File: src/rtl/sccb_cfg_seq.sv
// sccb_cfg_seq: walks a register table and writes each entry to an SCCB
// (I2C-like, write-only) camera sensor. Entries flagged is_delay idle the
// bus for value*DELAY_CYC clocks instead. A NACKed frame is retried up to
// MAX_RETRY times before the sequence stops in an error state.
//
// Ports:
//   clk, rst_n    clock, asynchronous active-low reset
//   start         one-cycle pulse, (re)runs the table from entry 0 when not busy
//   lut_addr      table index presented to the external table
//   lut_data      {is_delay, reg_addr, value}, valid one clk after lut_addr changes
//   scl           SCCB clock (push-pull)
//   sda_oe        1 = pull SDA low, 0 = release
//   sda_i         synchronised SDA line
//   busy          sequence running
//   done          whole table written (level)
//   error         retries exhausted (level)
//   err_index     table index of the failing entry
module sccb_cfg_seq #(
  parameter int unsigned SCL_DIV    = 250,
  parameter logic [7:0]  DEV_ADDR   = 8'h60,
  parameter int unsigned ADDR_BYTES = 1,
  parameter int unsigned LUT_DEPTH  = 178,
  parameter int unsigned AW         = 8,
  parameter int unsigned MAX_RETRY  = 3,
  parameter int unsigned DELAY_CYC  = 100000,
  parameter int unsigned AUTO_START = 1,
  localparam int unsigned W         = 8*ADDR_BYTES+9
) (
  input  logic          clk,
  input  logic          rst_n,
  input  logic          start,
  output logic [AW-1:0] lut_addr,
  input  logic [W-1:0]  lut_data,
  output logic          scl,
  output logic          sda_oe,
  input  logic          sda_i,
  output logic          busy,
  output logic          done,
  output logic          error,
  output logic [AW-1:0] err_index
);

  localparam int unsigned PW     = 8*ADDR_BYTES+8;
  localparam int unsigned TW     = (SCL_DIV > 1) ? $clog2(SCL_DIV) : 1;
  localparam int unsigned RW     = ($clog2(MAX_RETRY+1) > 0) ? $clog2(MAX_RETRY+1) : 1;
  localparam int unsigned DW     = ($clog2(255*DELAY_CYC+1) > 0) ? $clog2(255*DELAY_CYC+1) : 1;
  localparam logic [1:0]  LAST_B = 2'(ADDR_BYTES+1);

  typedef enum logic [3:0] {
    S_IDLE, S_FETCH, S_START, S_BYTE, S_ACK, S_STOP, S_GAP, S_DELAY, S_DONE, S_ERR
  } state_t;

  state_t        r_state, w_state_nxt;
  logic [TW-1:0] r_tick;
  logic          w_tick;
  logic [1:0]    r_q, w_q_nxt;
  logic [2:0]    r_bitn, w_bitn_nxt;
  logic [1:0]    r_byte, w_byte_nxt;
  logic [7:0]    r_shift, w_shift_nxt;
  logic [PW-1:0] r_payload, w_payload_nxt;
  logic          r_fetch2, w_fetch2_nxt;
  logic          r_nack, w_nack_nxt;
  logic          r_fail, w_fail_nxt;
  logic [RW-1:0] r_retry, w_retry_nxt;
  logic [DW-1:0] r_dly, w_dly_nxt;
  logic          r_auto;
  logic          r_scl, w_scl_nxt;
  logic          r_sda_oe, w_sda_oe_nxt;
  logic          r_busy, w_busy_nxt;
  logic          r_done, w_done_nxt;
  logic          r_error, w_error_nxt;
  logic [AW-1:0] r_lut_addr, w_lut_addr_nxt;
  logic [AW-1:0] r_err_index, w_err_index_nxt;
  logic          w_trig;
  logic          w_adv;

  // Quarter-period tick; held cleared in IDLE so the first quarter is full length.
  always_ff @(posedge clk or negedge rst_n) begin
    if (!rst_n) begin
      r_tick <= '0;
    end else if (r_state == S_IDLE || w_tick) begin
      r_tick <= '0;
    end else begin
      r_tick <= r_tick + TW'(1);
    end
  end

  assign w_tick = (r_state != S_IDLE) && (r_tick == TW'(SCL_DIV-1));

  // State and datapath registers.
  always_ff @(posedge clk or negedge rst_n) begin
    if (!rst_n) begin
      r_state     <= S_IDLE;
      r_q         <= '0;
      r_bitn      <= '0;
      r_byte      <= '0;
      r_shift     <= '0;
      r_payload   <= '0;
      r_fetch2    <= 1'b0;
      r_nack      <= 1'b0;
      r_fail      <= 1'b0;
      r_retry     <= '0;
      r_dly       <= '0;
      r_auto      <= (AUTO_START != 0);
      r_scl       <= 1'b1;
      r_sda_oe    <= 1'b0;
      r_busy      <= 1'b0;
      r_done      <= 1'b0;
      r_error     <= 1'b0;
      r_lut_addr  <= '0;
      r_err_index <= '0;
    end else begin
      r_state     <= w_state_nxt;
      r_q         <= w_q_nxt;
      r_bitn      <= w_bitn_nxt;
      r_byte      <= w_byte_nxt;
      r_shift     <= w_shift_nxt;
      r_payload   <= w_payload_nxt;
      r_fetch2    <= w_fetch2_nxt;
      r_nack      <= w_nack_nxt;
      r_fail      <= w_fail_nxt;
      r_retry     <= w_retry_nxt;
      r_dly       <= w_dly_nxt;
      r_auto      <= 1'b0;
      r_scl       <= w_scl_nxt;
      r_sda_oe    <= w_sda_oe_nxt;
      r_busy      <= w_busy_nxt;
      r_done      <= w_done_nxt;
      r_error     <= w_error_nxt;
      r_lut_addr  <= w_lut_addr_nxt;
      r_err_index <= w_err_index_nxt;
    end
  end

  // Next-state, datapath and bus-output logic.
  always_comb begin
    w_state_nxt     = r_state;
    w_q_nxt         = r_q;
    w_bitn_nxt      = r_bitn;
    w_byte_nxt      = r_byte;
    w_shift_nxt     = r_shift;
    w_payload_nxt   = r_payload;
    w_fetch2_nxt    = r_fetch2;
    w_nack_nxt      = r_nack;
    w_fail_nxt      = r_fail;
    w_retry_nxt     = r_retry;
    w_dly_nxt       = r_dly;
    w_busy_nxt      = r_busy;
    w_done_nxt      = r_done;
    w_error_nxt     = r_error;
    w_lut_addr_nxt  = r_lut_addr;
    w_err_index_nxt = r_err_index;
    w_scl_nxt       = 1'b1;
    w_sda_oe_nxt    = 1'b0;
    w_adv           = 1'b0;
    w_trig          = r_auto ||
                      (start && (r_state == S_IDLE || r_state == S_DONE || r_state == S_ERR));

    case (r_state)
      S_FETCH: begin
        // First clk lets the table respond to the new address; second captures it.
        if (!r_fetch2) begin
          w_fetch2_nxt = 1'b1;
        end else begin
          w_fetch2_nxt  = 1'b0;
          w_payload_nxt = lut_data[PW-1:0];
          w_fail_nxt    = 1'b0;
          w_q_nxt       = 2'd0;
          if (lut_data[W-1]) begin
            w_dly_nxt   = DW'(lut_data[7:0]) * DW'(DELAY_CYC);
            w_state_nxt = S_DELAY;
          end else begin
            w_state_nxt = S_START;
          end
        end
      end
      S_START: begin
        if (w_tick) begin
          if (r_q == 2'd0) begin
            w_q_nxt = 2'd1;
          end else begin
            w_q_nxt     = 2'd0;
            w_bitn_nxt  = 3'd7;
            w_byte_nxt  = 2'd0;
            w_shift_nxt = DEV_ADDR;
            w_state_nxt = S_BYTE;
          end
        end
      end
      S_BYTE: begin
        if (w_tick) begin
          w_q_nxt = r_q + 2'd1;
          if (r_q == 2'd3) begin
            if (r_bitn == 3'd0) begin
              w_state_nxt = S_ACK;
            end else begin
              w_bitn_nxt  = r_bitn - 3'd1;
              w_shift_nxt = {r_shift[6:0], 1'b0};
            end
          end
        end
      end
      S_ACK: begin
        if (w_tick) begin
          w_q_nxt = r_q + 2'd1;
          if (r_q == 2'd2) begin
            w_nack_nxt = sda_i;
          end
          if (r_q == 2'd3) begin
            if (r_nack) begin
              w_fail_nxt  = 1'b1;
              w_state_nxt = S_STOP;
            end else if (r_byte == LAST_B) begin
              w_state_nxt = S_STOP;
            end else begin
              // Payload shifts out reg_addr MSB byte first, then value.
              w_byte_nxt    = r_byte + 2'd1;
              w_shift_nxt   = r_payload[PW-1 -: 8];
              w_payload_nxt = r_payload << 8;
              w_bitn_nxt    = 3'd7;
              w_state_nxt   = S_BYTE;
            end
          end
        end
      end
      S_STOP: begin
        if (w_tick) begin
          if (r_q == 2'd2) begin
            w_q_nxt     = 2'd0;
            w_state_nxt = S_GAP;
          end else begin
            w_q_nxt = r_q + 2'd1;
          end
        end
      end
      S_GAP: begin
        if (w_tick) begin
          w_q_nxt = r_q + 2'd1;
          if (r_q == 2'd3) begin
            if (!r_fail) begin
              w_adv = 1'b1;
            end else if (r_retry < RW'(MAX_RETRY)) begin
              w_retry_nxt  = r_retry + RW'(1);
              w_fetch2_nxt = 1'b0;
              w_state_nxt  = S_FETCH;
            end else begin
              w_err_index_nxt = r_lut_addr;
              w_error_nxt     = 1'b1;
              w_busy_nxt      = 1'b0;
              w_state_nxt     = S_ERR;
            end
          end
        end
      end
      S_DELAY: begin
        if (r_dly == '0) begin
          w_adv = 1'b1;
        end else begin
          w_dly_nxt = r_dly - DW'(1);
        end
      end
      default: ;
    endcase

    // Successful write or finished delay: step to the next entry.
    if (w_adv) begin
      w_retry_nxt = '0;
      if (r_lut_addr == AW'(LUT_DEPTH-1)) begin
        w_done_nxt  = 1'b1;
        w_busy_nxt  = 1'b0;
        w_state_nxt = S_DONE;
      end else begin
        w_lut_addr_nxt = r_lut_addr + AW'(1);
        w_fetch2_nxt   = 1'b0;
        w_state_nxt    = S_FETCH;
      end
    end

    if (w_trig) begin
      w_lut_addr_nxt = '0;
      w_done_nxt     = 1'b0;
      w_error_nxt    = 1'b0;
      w_busy_nxt     = 1'b1;
      w_retry_nxt    = '0;
      w_fetch2_nxt   = 1'b0;
      w_state_nxt    = S_FETCH;
    end

    // Bus levels follow the next state so they line up with it when registered.
    case (w_state_nxt)
      S_START: w_sda_oe_nxt = (w_q_nxt == 2'd1);
      S_BYTE: begin
        w_scl_nxt    = (w_q_nxt == 2'd1) || (w_q_nxt == 2'd2);
        w_sda_oe_nxt = ~w_shift_nxt[7];
      end
      S_ACK:   w_scl_nxt = (w_q_nxt == 2'd1) || (w_q_nxt == 2'd2);
      S_STOP: begin
        w_scl_nxt    = (w_q_nxt != 2'd0);
        w_sda_oe_nxt = (w_q_nxt != 2'd2);
      end
      default: ;
    endcase
  end

  assign lut_addr  = r_lut_addr;
  assign scl       = r_scl;
  assign sda_oe    = r_sda_oe;
  assign busy      = r_busy;
  assign done      = r_done;
  assign error     = r_error;
  assign err_index = r_err_index;

endmodule

File: config.mk
export PLATFORM = sky130hd
export DESIGN_NAME = sccb_cfg_seq
export DESIGN_NICKNAME = d
export VERILOG_FILES = /design/src/rtl/sccb_cfg_seq.sv
export SDC_FILE = /design/constraint.sdc
export NUM_CORES = 1
export LEC_CHECK = 0
export BUFFER_PORTS_ARGS = -buffer_cell sky130_fd_sc_hd__buf_2
export CORE_MARGIN = 2
export CORE_UTILIZATION = 60
export DETAILED_ROUTE_END_ITERATION = 10
export GPL_ROUTABILITY_DRIVEN = 0
export HOLD_SLACK_MARGIN = 0.06
export PLACE_DENSITY = 0.79
export SLEW_MARGIN = 20
export SYNTH_ARGS = -nofsm -noshare
export SYNTH_HDL_FRONTEND = slang
export SYNTH_SLANG_ARGS = --single-unit
File: constraint.sdc
create_clock -name clk -period 5.8 [get_ports clk]
set_input_delay 0.29 -clock clk [delete_from_list [all_inputs] [get_ports clk]]
set_output_delay 0.29 -clock clk [all_outputs]
set_load 0.005 [all_outputs]
==> summary.txt <==
Die
  • Number of ports placed on the die boundary: 42
  • Core footprint: between 10000 and 15000 µm²
  • Row cnt: 39
  • Die area: 12400 µm²
  • Width of the die: ~110 µm
  • Starting density of the core: just over 60%
  • Die height: around 110 µm

Clocking
  • Clk sinks: 95
  • Total number of H-tree levels: 3
  • Clock insertion delay at the later pin of the skew report: ~0.35 ns
  • Maximum clock insertion buffer count: 2
  • Number of buffers created by CTS: 9
  • Clock transition time at the flip-flop clock pins of the worst setup and hold paths: about 0.070 ns
  • Clock tree from TritonCTS: done
  • Setup repair bufs after CTS: 0
  • Root Driver: sky130_fd_sc_hd__clkbuf_16

STA
  • Final setup viols: 0
  • Slew of the pin with the lowest slew margin: 0.901 ns
  • Achievable Freq: 256 MHz
  • Count of final hold-check violations: 0
  • Slew headroom: 39.9%
  • Total negative slack for setup checks: 0 ns
  • Unrepaired setup endpoints after global routing: no
  • Clock tree skew after final layout: 0.00906 ns
  • Worst hold slack: approximately 0.17 ns
  • Crit path time final: roughly 3.9 ns
  • Fraction of the cycle the final worst path needs: between 60% and 70%
  • Final slew viol count: 0

Yosys
  • #FFs+latches synth: between 90 and 100
  • Mean instance size in the synthesized netlist: roughly 9.1 µm²
  • Most frequently used cell type in the post-synthesis netlist: sky130_fd_sc_hd__dfrtp_1
  • Share of flip-flops with an asynchronous set or reset after synthesis: 100%
  • Share of the yosys chip area belonging to registers: 34.5%
  • Synth cell count leaders: 93 x sky130_fd_sc_hd__dfrtp_1, 92 x sky130_fd_sc_hd__nand2_1, 74 x sky130_fd_sc_hd__nor2_1
  • Synth warn: 0
  • Post-synth net total: 864
  • Leading cell types by total area after synthesis: sky130_fd_sc_hd__dfrtp_1 34%, sky130_fd_sc_hd__ha_1 13%, sky130_fd_sc_hd__nand2_1 5.0%, sky130_fd_sc_hd__nor2_1 4.0%, sky130_fd_sc_hd__fa_1 3.5%
  • Count of different cell masters after synthesis: 82
  • Share of the synthesized area in the top cell type: between 30% and 40%
  • Area of the mapped netlist: between 6000 and 7000 µm²
  • Synth Flop Type: sky130_fd_sc_hd__dfrtp_1
  • EDFF count, synth: 0
  • Number of instances in the synthesized netlist: ~760
  • Yosys top cell by area: sky130_fd_sc_hd__dfrtp_1

Hold path
  • Path type of the worst min-delay path: in2reg
  • Worst hold endpoint: r_nack
  • Number of cells on the worst hold path: 2
  • Hold_sp: sda_i

GRT
  • Met2 Resource Use GR: between 40% and 50%
  • Number of antenna violations at the first check in global routing: 0
  • Via count of the first global-routing pass: 5787
  • First-pass GRT wire length: between 20 and 30 mm
  • Met3 layer usage reported by global route: 3.72%
  • GRT Resource Usage Total: a little over a quarter
  • Met1 capacity usage during global routing: between 30 and 40%
  • Routing layer with the top usage in global route: met2
  • Largest net degree at the start of global routing: 65
  • Remaining global-route overflow: 0

Setup path
  • Critical register-to-register path endpoint: sda_oe
  • Crit Path Category: in2reg
  • Startpoint types: input port
  • Critical path peak fanout: 5
  • Worst reg2reg path startpoint: r_state[2]
  • Crit. Startpoint: lut_data[2]
  • CP Data Arrival Time: 4.14 ns
  • Kind of capture point of the worst setup path: flip-flop
  • Required time worst endpoint: around 6.0 ns
  • R2R cell count: 7
  • R2R Setup Slk: approximately 2.5 ns

Drt
  • First-pass iteration count of the detailed router: 5
  • Total Wirelength: between 15 and 20 mm
  • Post-detailed-route via-to-cell ratio: about 6.3
  • DRC Markers: 0
  • Count of vias placed by the detailed router: around 5.9k
  • Routed length per instance: roughly 17 µm
  • Detailed router's first-iteration violation count: approximately 460
  • Antenna-violating nets left: 0

Finish
  • Relative area change from synthesis to final layout: 8.23%
  • Share of post-route cells with drive strength above 1: about an eighth
  • Sequential cell area in the final layout: between 2000 and 2500 µm²
  • Multi-input logic area: approximately 4200 µm²
  • Number of nets in the finished design: approximately 890
  • Count of filler cells inserted in the layout: 890
  • Layout Cells excl Fill: between 900 and 1k
  • Diode insertion count for antenna repair: 0

Pwr
  • Peak supply drop: 243 µV
  • Power density over the cells: roughly 370 nW/µm²
  • Leakage component of the power: 3.46 nW

Place
  • Post-DP HPWL: ~12 mm
  • Port Buffers: between 40 and 50
  • # placed instances: about 910

Flow run
  • Number of max-cap violations: 0

Status
  • Status: finished, final reports clean
[critical path, cell delays in order]
cell	delay [ns]
sky130_fd_sc_hd__buf_2	0.13
sky130_fd_sc_hd__ha_1	0.33
sky130_fd_sc_hd__ha_1	0.28
sky130_fd_sc_hd__inv_1	0.05
sky130_fd_sc_hd__fa_1	0.51
sky130_fd_sc_hd__inv_1	0.06
sky130_fd_sc_hd__fa_1	0.49
sky130_fd_sc_hd__ha_1	0.35
sky130_fd_sc_hd__nor2b_1	0.17
sky130_fd_sc_hd__o31a_1	0.27
sky130_fd_sc_hd__o31a_1	0.26
sky130_fd_sc_hd__o31a_1	0.31
sky130_fd_sc_hd__o211ai_1	0.24
sky130_fd_sc_hd__nand2_1	0.09
sky130_fd_sc_hd__o311ai_0	0.30
[through the flow]
stage	area, µm²	utilization [%]	power (W)	worst slack (ns)
floorplan	6910	-	0.00186	2.03
global placement	7140	63.1	0.00206	1.74
detailed placement	7140	63.1	0.00212	1.51
CTS	7470	66.0	0.00279	1.89
global route	7470	66.0	0.00299	1.69
finish	7470	66.0	0.00279	1.90
[how the worst max path moves through the flow]
stage	end	slack, ns	cells past startpoint
3_3_place_gp	r_dly[23]	1.74	15
6_report	r_dly[23]	1.90	15
3_5_place_dp	r_dly[23]	1.51	15
5_1_grt	r_dly[23]	1.69	15
4_1_cts	r_dly[23]	1.89	15
2_1_floorplan	r_dly[23]	2.03	14
[logic make-up (layout without fill, tap and decap cells)]
kind of cell | after synthesis | in the layout | share of synthesized area, %
AO/OA/AOI/OAI | 178 | 178 | 17.1
adder cells (fa/ha/maj) | 82 | 82 | 16.2
AND/OR/NAND/NOR | 303 | 303 | 22.9
flip-flops | 95 | 95 | 34.5
XOR/XNOR | 23 | 23 | 2.92
other | 1 | 1 | 0.0543
buffers and inverters | 66 | 93 | 4.35
multiplexers | 13 | 13 | 2.05
[sequential cells by signal, indices dropped and copies added (netlist names), 2 cells and up]
name,flops
r_payload,16
r_state,4
err_index,8
r_bitn,3
r_q,2
r_shift,8
r_tick,8
r_retry,2
lut_addr,8
r_dly,25
r_byte,2
[report_power, final]
part	switching [W]	internal [W]
combinational	0.000654	0.000458
clock	0.000274	0.000375
sequential	0.000193	0.000832
[placed cells by master (no fill, tap or decap), types with 5 or more instances in the layout]
master | netlist | layout
sky130_fd_sc_hd__and3_1 | 8 | 8
sky130_fd_sc_hd__xnor2_1 | 9 | 9
sky130_fd_sc_hd__nand4_1 | 9 | 9
sky130_fd_sc_hd__nor4_1 | 9 | 9
sky130_fd_sc_hd__nor3_1 | 18 | 18
sky130_fd_sc_hd__fa_1 | 12 | 12
sky130_fd_sc_hd__nand3_1 | 28 | 28
sky130_fd_sc_hd__nand2_1 | 92 | 92
sky130_fd_sc_hd__a21o_1 | 7 | 7
sky130_fd_sc_hd__or3_1 | 6 | 6
sky130_fd_sc_hd__o22ai_1 | 7 | 7
sky130_fd_sc_hd__a21oi_1 | 41 | 41
sky130_fd_sc_hd__xor2_1 | 14 | 14
sky130_fd_sc_hd__a31oi_1 | 16 | 16
sky130_fd_sc_hd__nor3b_1 | 7 | 7
sky130_fd_sc_hd__inv_1 | 31 | 31
sky130_fd_sc_hd__nor2b_1 | 5 | 5
sky130_fd_sc_hd__buf_4 | 4 | 5
sky130_fd_sc_hd__dfrtp_1 | 93 | 93
sky130_fd_sc_hd__a22oi_1 | 11 | 11
sky130_fd_sc_hd__o31ai_1 | 7 | 7
sky130_fd_sc_hd__nor2_1 | 74 | 74
sky130_fd_sc_hd__mux2_2 | 9 | 9
sky130_fd_sc_hd__buf_2 | 7 | 40
sky130_fd_sc_hd__or2_2 | 5 | 5
sky130_fd_sc_hd__o21ai_0 | 45 | 45
sky130_fd_sc_hd__o21a_1 | 6 | 6
sky130_fd_sc_hd__ha_1 | 70 | 70
sky130_fd_sc_hd__clkbuf_16 | 0 | 9
[area by class of cell]
type	instances	share of cell area [%]
well taps	143	2.39
repair buffers	46	3.31
inverters	31	1.56
flip-flops and latches	95	31.8
clock buffers	12	3.57
multi-input cells	600	56.5
clock inverters	4	0.787
[layer usage]
metal,vias up,part of all wire [%]
met5,-,0
met4,0,2.8
met3,39,4.4
met2,178,49
met1,2873,44
li1,2794,-
[repair_timing]
item / in CTS / in global routing
endpoints found under the hold margin: 29 / 0
hold buffers: 1 / 0
resized for setup: 0 / 0
(Power assumes the default switching activity.)
